<file path="src/rtl/sevenseg_pkg.sv">
// Shared types and constants for the multiplexed seven-segment display interface.
// Segment bits are active-low; the hex table holds the lit patterns for 0..F.
package sevenseg_pkg;

   localparam int unsigned DIGITS    = 4;
   localparam int unsigned IDX_W     = $clog2(DIGITS);
   localparam int unsigned SEG_BUS_W = 8;
   localparam int unsigned SEG_PAT_W = 7;
   localparam int unsigned NIBBLE_W  = 4;
   localparam int unsigned HEX_CODES = 16;
   localparam int unsigned DATA_W    = DIGITS * NIBBLE_W;

   localparam int unsigned SEG_A  = 0;
   localparam int unsigned SEG_B  = 1;
   localparam int unsigned SEG_C  = 2;
   localparam int unsigned SEG_D  = 3;
   localparam int unsigned SEG_E  = 4;
   localparam int unsigned SEG_F  = 5;
   localparam int unsigned SEG_G  = 6;
   localparam int unsigned SEG_DP = 7;

   localparam logic [SEG_PAT_W-1:0] SEG_BLANK = 7'h7F;

   // Entry i is the active-low a..g pattern that displays hex digit i.
   localparam logic [HEX_CODES-1:0][SEG_PAT_W-1:0] HEX_TABLE = {
      7'h0E, 7'h06, 7'h21, 7'h46, 7'h03, 7'h08, 7'h10, 7'h00,
      7'h78, 7'h02, 7'h12, 7'h19, 7'h30, 7'h24, 7'h79, 7'h40
   };

   typedef enum logic [1:0] {
      IDLE   = 2'd0,
      SETTLE = 2'd1,
      HELD   = 2'd2
   } state_t;

   typedef struct packed {
      logic [NIBBLE_W-1:0] value;
      logic                dp;
      logic                blank;
      logic                illegal;
   } digit_t;

   // Exactly one anode driven low selects a digit.
   function automatic logic sel_valid(input logic [DIGITS-1:0] a);
      return ($countones(~a) == 1);
   endfunction

endpackage

</file>
<file path="src/rtl/seven_segment_decode.sv">
// Combinational decode of an active-low a..g pattern into a hex value,
// flagging the all-off blank pattern and anything outside the hex table.
module seven_segment_decode
   import sevenseg_pkg::*;
(
   input  logic [SEG_PAT_W-1:0] pattern,
   output logic [NIBBLE_W-1:0]  value,
   output logic                 blank,
   output logic                 illegal
);

   logic hit;

   // Table entries are unique, so at most one iteration matches.
   always_comb begin
      value = '0;
      hit   = 1'b0;
      for (int unsigned i = 0; i < HEX_CODES; i++) begin
         if (pattern == HEX_TABLE[NIBBLE_W'(i)]) begin
            value = NIBBLE_W'(i);
            hit   = 1'b1;
         end
      end
      blank   = (pattern == SEG_BLANK);
      illegal = !hit && !blank;
   end

endmodule

</file>
<file path="src/rtl/seven_segment_capture.sv">
// Monitors a multiplexed seven-segment bus, filters switching ghosts and
// publishes a coherent four-digit frame once every digit has been captured.
module seven_segment_capture
   import sevenseg_pkg::*;
#(
   parameter int unsigned STABLE_CYCLES  = 16,
   parameter int unsigned TIMEOUT_CYCLES = 1048576
) (
   input  logic                 clk,
   input  logic                 reset,
   input  logic [DIGITS-1:0]    anode,
   input  logic [SEG_BUS_W-1:0] segment,
   output logic [DATA_W-1:0]    dataOut,
   output logic [DIGITS-1:0]    pointOut,
   output logic [DIGITS-1:0]    blankOut,
   output logic [DIGITS-1:0]    illegalOut,
   output logic                 frameValid,
   output logic                 stalled
);

   localparam int unsigned STABLE_W = $clog2(STABLE_CYCLES + 1);
   localparam int unsigned IDLE_W   = $clog2(TIMEOUT_CYCLES + 1);

   localparam logic [STABLE_W-1:0] STABLE_LAST = STABLE_W'(STABLE_CYCLES - 1);
   localparam logic [STABLE_W-1:0] STABLE_MAX  = STABLE_W'(STABLE_CYCLES);
   localparam logic [IDLE_W-1:0]   IDLE_MAX    = IDLE_W'(TIMEOUT_CYCLES);

   logic [DIGITS-1:0]    anode_r, anode_p;
   logic [SEG_BUS_W-1:0] seg_r, seg_p;

   state_t state, state_nx;

   logic [STABLE_W-1:0] stable_cnt;
   logic [IDLE_W-1:0]   idle_cnt;
   logic [IDLE_W-1:0]   idle_nx_c;
   logic [DIGITS-1:0]   mask;
   digit_t [DIGITS-1:0] slots;

   logic sel_ok_c, same_c, anode_same_c, stable_done_c;
   logic capture_c, cnt_load_c, cnt_inc_c, frame_c;
   logic [DIGITS-1:0] cap_bits_c;

   logic [NIBBLE_W-1:0] dec_value_c;
   logic                dec_blank_c, dec_illegal_c;

   logic [DIGITS-1:0][NIBBLE_W-1:0] frame_data_c;
   logic [DIGITS-1:0]               frame_dp_c, frame_blank_c, frame_illegal_c;

   // Input stage plus one cycle of history for change detection.
   always_ff @(posedge clk) begin
      if (reset) begin
         anode_r <= '1;
         seg_r   <= '1;
         anode_p <= '1;
         seg_p   <= '1;
      end else begin
         anode_r <= anode;
         seg_r   <= segment;
         anode_p <= anode_r;
         seg_p   <= seg_r;
      end
   end

   assign sel_ok_c      = sel_valid(anode_r);
   assign same_c        = ({anode_r, seg_r} == {anode_p, seg_p});
   assign anode_same_c  = (anode_r == anode_p);
   assign stable_done_c = (stable_cnt >= STABLE_LAST);

   always_ff @(posedge clk) begin
      if (reset) state <= IDLE;
      else       state <= state_nx;
   end

   always_comb begin
      state_nx = state;
      case (state)
         IDLE: begin
            if (sel_ok_c) state_nx = SETTLE;
         end
         SETTLE: begin
            if (same_c) begin
               if (stable_done_c) state_nx = HELD;
            end else if (!sel_ok_c) begin
               state_nx = IDLE;
            end
         end
         HELD: begin
            if (!anode_same_c) state_nx = sel_ok_c ? SETTLE : IDLE;
         end
         default: state_nx = IDLE;
      endcase
   end

   always_comb begin
      capture_c  = 1'b0;
      cnt_load_c = 1'b0;
      cnt_inc_c  = 1'b0;
      case (state)
         IDLE: begin
            cnt_load_c = sel_ok_c;
         end
         SETTLE: begin
            if (same_c) begin
               cnt_inc_c = 1'b1;
               capture_c = stable_done_c;
            end else begin
               cnt_load_c = sel_ok_c;
            end
         end
         HELD: begin
            cnt_load_c = !anode_same_c && sel_ok_c;
         end
         default: ;
      endcase
   end

   always_ff @(posedge clk) begin
      if (reset)                                 stable_cnt <= '0;
      else if (cnt_load_c)                       stable_cnt <= STABLE_W'(1);
      else if (cnt_inc_c && stable_cnt != STABLE_MAX) stable_cnt <= stable_cnt + STABLE_W'(1);
   end

   seven_segment_decode u_decode (
      .pattern (seg_r[SEG_G:SEG_A]),
      .value   (dec_value_c),
      .blank   (dec_blank_c),
      .illegal (dec_illegal_c)
   );

   // Capture only ever happens with a one-hot-low select, so ~anode_r is the slot bit.
   assign cap_bits_c = capture_c ? ~anode_r : '0;
   assign frame_c    = (mask == '1);

   always_ff @(posedge clk) begin
      if (reset) begin
         slots <= '0;
      end else begin
         for (int unsigned i = 0; i < DIGITS; i++) begin
            if (cap_bits_c[IDX_W'(i)]) begin
               slots[IDX_W'(i)] <= '{value:   dec_value_c,
                                     dp:      ~seg_r[SEG_DP],
                                     blank:   dec_blank_c,
                                     illegal: dec_illegal_c};
            end
         end
      end
   end

   // A capture coinciding with the frame load seeds the next frame's mask.
   always_ff @(posedge clk) begin
      if (reset) mask <= '0;
      else       mask <= (frame_c ? '0 : mask) | cap_bits_c;
   end

   always_comb begin
      frame_data_c    = '0;
      frame_dp_c      = '0;
      frame_blank_c   = '0;
      frame_illegal_c = '0;
      for (int unsigned i = 0; i < DIGITS; i++) begin
         frame_data_c[IDX_W'(i)]    = slots[IDX_W'(i)].value;
         frame_dp_c[IDX_W'(i)]      = slots[IDX_W'(i)].dp;
         frame_blank_c[IDX_W'(i)]   = slots[IDX_W'(i)].blank;
         frame_illegal_c[IDX_W'(i)] = slots[IDX_W'(i)].illegal;
      end
   end

   always_ff @(posedge clk) begin
      if (reset) begin
         dataOut    <= '0;
         pointOut   <= '0;
         blankOut   <= '0;
         illegalOut <= '0;
         frameValid <= 1'b0;
      end else begin
         frameValid <= frame_c;
         if (frame_c) begin
            dataOut    <= frame_data_c;
            pointOut   <= frame_dp_c;
            blankOut   <= frame_blank_c;
            illegalOut <= frame_illegal_c;
         end
      end
   end

   assign idle_nx_c = (idle_cnt == IDLE_MAX) ? idle_cnt : idle_cnt + IDLE_W'(1);

   // Watchdog: saturating count of cycles since the last capture.
   always_ff @(posedge clk) begin
      if (reset || capture_c) begin
         idle_cnt <= '0;
         stalled  <= 1'b0;
      end else begin
         idle_cnt <= idle_nx_c;
         stalled  <= (idle_nx_c == IDLE_MAX);
      end
   end

endmodule

</file>
<file path="config.mk">
export PLATFORM = sky130hd
export DESIGN_NAME = seven_segment_capture
export DESIGN_NICKNAME = d
export VERILOG_FILES = /design/src/rtl/sevenseg_pkg.sv /design/src/rtl/seven_segment_decode.sv /design/src/rtl/seven_segment_capture.sv
export SDC_FILE = /design/constraint.sdc
export NUM_CORES = 1
export LEC_CHECK = 0
export BUFFER_PORTS_ARGS = -buffer_cell sky130_fd_sc_hd__buf_2
export CORE_MARGIN = 2
export CORE_UTILIZATION = 30
export CTS_CLUSTER_DIAMETER = 120
export DETAILED_ROUTE_END_ITERATION = 6
export GPL_ROUTABILITY_DRIVEN = 0
export PLACE_DENSITY = 0.56
export SETUP_SLACK_MARGIN = 0.4
export SLEW_MARGIN = 5
export SYNTH_ARGS = -nofsm -noshare
export SYNTH_HDL_FRONTEND = slang
export SYNTH_SLANG_ARGS = --single-unit
</file>
<file path="constraint.sdc">
create_clock -name clk -period 3 [get_ports clk]
set_input_delay 0 -clock clk [delete_from_list [all_inputs] [get_ports clk]]
set_output_delay 0 -clock clk [all_outputs]
set_load 0.05 [all_outputs]
</file>
-- Yosys cells after proc, flatten, opt, wreduce, memory -nomap -nowiden
Cells that the tools add are included.
- $add $sub $neg: 5
- magnitude comparators: 1
- equal/unequal tests: 29
- muxes and demuxes: 49
- bitwise gates (word level): 3
- reductions and logical operators: 12
- operators with widths (operator ; count):
    21-bit equality test (second input constant) ; 2
    4-bit two-way mux ; 10
    7-bit equality test (second input constant) ; 5
    1-bit two-way mux ; 25
    21-bit by 1-bit adder with 21-bit output (second input constant) ; 1
    7-bit by 5-bit equality test with 1-bit output (second input constant) ; 3
    7-bit by 6-bit equality test with 1-bit output (second input constant) ; 3
    21-bit two-way mux ; 1
    7-bit by 2-bit equality test with 1-bit output (second input constant) ; 2
    7-bit by 4-bit equality test with 1-bit output (second input constant) ; 2
    2-bit two-way mux ; 7
    12-bit equality test ; 1
    3-bit two-way mux ; 4
    7-bit by 3-bit equality test with 1-bit output (second input constant) ; 1
    7-bit zero test ; 1
    3-bit != test (second input constant) ; 2
    2-bit case mux with 3 select lines ; 1
    5-bit by 1-bit adder with 5-bit output (second input constant) ; 1
    5-bit by 4-bit greater-or-equal comparator with 1-bit output (second input constant) ; 1
    5-bit != test (second input constant) ; 1
    1-bit by 1-bit adder with 2-bit output ; 2
    4-bit equality test ; 1
    4-bit equality test (second input constant) ; 1
    2-bit != test (second input constant) ; 2
    other kinds (15) ; 19
- register bits: 114
- input port bits: 14
- output and inout bits: 30
- logic and storage cells: 130

-- Longest topological paths before layout
- word-level depth: 19
- gate-level depth with buffers: 8

-- Modules after synthesis
Synthesis repeated with hierarchy kept, for this count alone.
- cells, all modules: 568
- area total of the unflattened synthesis: 5046.1 µm²
- by module, submodules not included (module ; times used ; cells an instance ; area an instance (µm²) ; sequential area each (µm²)):
    seven_segment_capture ; 1 ; 509 ; 4633.2 ; 2282.2
    seven_segment_decode ; 1 ; 59 ; 412.9 ; 0.0

-- Worst setup path before layout
OpenSTA, ideal clock, no wires.
- path kind: register -> register
- start point: register stable_cnt[0]
- end point: register stalled
- setup time: 88 ps
- data arrival time: 2437 ps
- path slack: 475 ps
- cell stages (with the launch flop): 8
- buffers on the path: 0
- period minus slack after synthesis: 2525 ps
- cells stage by stage: dfxtp_1 > ha_1 > and3_1 > ha_1 > a211oi_1 > o21bai_1 > or3_2 > nor4_2
- cells in the longest elaborated chain, start to end: 4
- RTL lines (what ; line ; RTL):
    start: declaration ; seven_segment_capture.sv:33 ; logic [STABLE_W-1:0] stable_cnt;
    start signal: assignment ; seven_segment_capture.sv:120 ; else if (cnt_inc_c && stable_cnt != STABLE_MAX) stable_cnt <= stable_cnt + STABLE_W'(1);
    5-bit by 4-bit greater-or-equal comparator with 1-bit output ; seven_segment_capture.sv:67 ; assign stable_done_c = (stable_cnt >= STABLE_LAST);
    1-bit two-way mux ; seven_segment_capture.sv:103 ; if (same_c) begin
    1-bit two-way mux ; seven_segment_capture.sv:98 ; case (state)
    1-bit logical OR ; seven_segment_capture.sv:190 ; if (reset || capture_c) begin
    end signal: assignment ; seven_segment_capture.sv:195 ; stalled <= (idle_nx_c == IDLE_MAX);
    end: declaration ; seven_segment_capture.sv:18 ; output logic stalled
Every way passes these cells.
A chain may end at the register's enable or synchronous reset.

-- Final worst setup path
- start point: register idle_cnt[3]
- end point: register stalled
- cells in the longest elaborated chain, start to end: 3
- elaborated cells on any way between the ends: 4
- RTL lines (what ; line ; RTL):
    start: declaration ; seven_segment_capture.sv:34 ; logic [IDLE_W-1:0] idle_cnt;
    start signal: assignment ; seven_segment_capture.sv:194 ; idle_cnt <= idle_nx_c;
    21-bit by 1-bit adder with 21-bit output or 21-bit equality test (tied branches) ; seven_segment_capture.sv:186 ; assign idle_nx_c = (idle_cnt == IDLE_MAX) ? idle_cnt : idle_cnt + IDLE_W'(1);
    21-bit two-way mux (*) ; seven_segment_capture.sv:186 ;
    21-bit equality test (*) ; seven_segment_capture.sv:195 ;
Mark *: on every way between the ends. The rest lies on a longest branch, timed or not.

==> results.md <==
- Worst Path Max Fanout: 5
- Drt total wl: around 11 mm
- Yosys top cell by area: dfxtp_1
- Initial antenna violation count: 0
- Area delta synth->final: 23.7%
- Number of clock sinks: between 100 and 150
- DIE AREA: around 18,000 um2
- Most common cell in the synthesized netlist: dfxtp_1
- Share of cells above drive strength 1: 20.5%
- Layout fillers: ~1,600
- Fin Hold WS: 0.146 ns
- Via count: about 4,000
- Pre-antenna DRT Iters: 5
- Worst hold path class: input port to register
- Worst endpoint required time: between 3 and 4 ns
- WL per Instance: around 13 um
- Fin area: slightly above 6000 um2
- Clk slew on worst S/H paths: about 0.06 ns
- Finish-stage setup viols: 0
- Final hold violation count: 0
- Pin count of the biggest net entering global routing: 91
- FP Rows: 47
- Outcome: finished, final reports clean
- Initial Util: between 30% and 40%
- Critical Path AT: around 2.8 ns
- Clock Path Buffers: 2
- WS Path Type: register to register
- Fmax: roughly 400 MHz
- Syn_nets: slightly below 600
- Area of the core: ~16,000 um2
- Worst skew pair latency: 0.41 ns
- # IOs: between 40 and 50
- Worst R2R Start: idle_cnt[3]
- Layout net count: ~640
- Leakage: about 2.3 nW
- Root buf cell: clkbuf_16
- Gr usage total: 13.1%
- Synth top area share: between 40% and 50%
- Setup crit end kind: register
- Worst hold path startpoint: reset
- Layout Skew: 0.0109 ns
- Synth Register Bits: between 100 and 150
- Starting DRT DRC Count: roughly 170
- Total grt overflow: 0
- Crit start category: register
- H-tree Lvls: 4
- Fraction of registers with async set/reset: 0%
- Post-synth top cells: 114 x dfxtp_1, 71 x nor2_1, 69 x nand2_1, 42 x a21oi_1, 30 x clkbuf_1
- Post-synth EDFFs: 0
- Placed Area: around 5400 um2
- Pwr Total: 3.81 mW
- HPWL Detailed: between 7 and 8 mm
- Register area: around 2300 um2
- Die W: 133 um
- CTS tree: built
- Ranking of synthesized cells by area: dfxtp_1 46%, nor2_1 5.3%, nand2_1 5.2%
- Mapped cell area: ~5000 um2
- DRC viols: 0
- Count of input and output buffers: 43
- Multi-input logic area: 2520 um2
- Fin crit period: 2.49 ns
- Setup Fix Bufs, Post-CTS: 0
- Distinct cells, synth: 54
- Chip height: 133 um
- Slew at the pin closest to its max-slew limit: slightly below 1 ns
- # diodes: 0
- Mapped Cells: between 500 and 600
- First-pass GRT wire length: ~19 mm
- Tcrit/Tclk final: between 80 and 90%
- Slew margin rel.: approximately a third
- Seq/Total Area, Yosys: a little under half
- Final Max Tran Viols: 0
- Worst setup path start: idle_cnt[3]
- Max Cap Viol: 0
- Vias in the first global route: about 3,900
- Peak VDD IR: between 300 and 400 uV
- Synthesized area per cell: between 8 and 9 um2
- Antenna-violating nets left: 0
- Synth warn: 0
- Total negative setup slack: 0 ns
- RSZ-0062 raised after global routing: false
- Main synth FF type: dfxtp_1
- TritonCTS Buffers: 17
- Pwr Density: 617 nW/um2
- Routed vias/inst: 4.76
where the power goes:
group,total (mW),leakage (nW),switching (mW),internal (mW)
sequential,1.57,0.925,0.0341,1.54
clock,2.07,0.286,0.731,1.33
combinational,0.170,1.06,0.0901,0.0799
metrics by stage:
step,cells,utilization [%],worst slack [ns]
finish,855,37.6,0.512
global route,855,37.6,0.425
CTS,855,37.4,0.428
detailed placement,811,32.9,0.462
global placement,811,32.9,0.580
floorplan,573,-,0.475
state kept, by name, summed over array words and instances, names as in the netlist, 5 cells and up:
register	flops
dataOut	16
idle_cnt	21
seg_p	8
seg_r	8
stable_cnt	5
frame_data_c	16
cells by family after synthesis:
| kind of cell | share of synthesized area [%] |
|---|---|
| fa+ha+maj | 2.16 |
| xor+xnor | 7.03 |
| flops | 45.8 |
| simple gates | 26.1 |
| mux | 3.87 |
| buf+inv | 4.12 |
| compound gates | 10.9 |
per-layer routing:
| metal | routed length [um] | part of all wire (%) | track usage [%] | up-vias |
|---|---|---|---|---|
| met3 | 518 | 4.7 | 4.14 | 16 |
| met4 | 153 | 1.4 | 5.08 | 0 |
| li1 | - | - | - | 2057 |
| met2 | 5200 | 47 | 20.6 | 93 |
| met1 | 5170 | 47 | 16.7 | 1902 |
| met5 | 0 | 0 | 0 | - |
timing repair:
action | 4_1_cts | 5_1_grt
hold endpoints to repair | 12 | 0
resized for setup | 0 | 4
hold buffers | 12 | 0
endpoints found under the setup margin | 0 | 13
cells in the final DEF, fill, tap and decap left out, types with 3 or more instances in the layout:
cell type      instances
mux2i_1               17
nor4_1                 3
o32ai_1                3
xor2_1                26
a22oi_1                3
buf_4                 12
nand3_1               17
dlygate4sd3_1         12
nor3_1                 9
inv_6                  3
xnor2_1               14
and3_1                 6
a211oi_1              19
nand3b_1               3
nor2b_1                5
or3_1                  4
clkinvlp_4             5
nor4_2                 3
nand2b_1               6
a31oi_1                4
and2_1                 4
o21ai_0                5
a21oi_1               42
bufinv_16              3
nand2_1               69
dfxtp_1              114
clkbuf_16             17
ha_1                   7
inv_1                 12
nor3_2                 4
buf_2                 43
nand4_1                7
or2_2                 26
nor2_1                71
worst max-delay path: stages (launching register included):
cell	delay, ns
dfxtp_1	0.35
or3_1	0.40
or4_4	0.44
nor3_4	0.28
mux2i_1	0.13
or4_1	0.59
nor4_2	0.22
final timing paths:
kind	depth (start not counted)	slack, ns	to
max	6	0.51	stalled
min	4	0.15	idle_cnt[17]
max reg2reg	6	0.51	stalled
min reg2reg	2	0.45	illegalOut[2]
area by class of cell:
cell class / instances / area share, %
clock buffers: 18 / 7.12
clock inverters: 14 / 2.86
well taps: 220 / 4.46
multi-input cells: 410 / 40.9
repair buffers: 67 / 6.90
flip-flops and latches: 114 / 37.0
inverters: 12 / 0.731
Power figures use the tool's default switching activity.
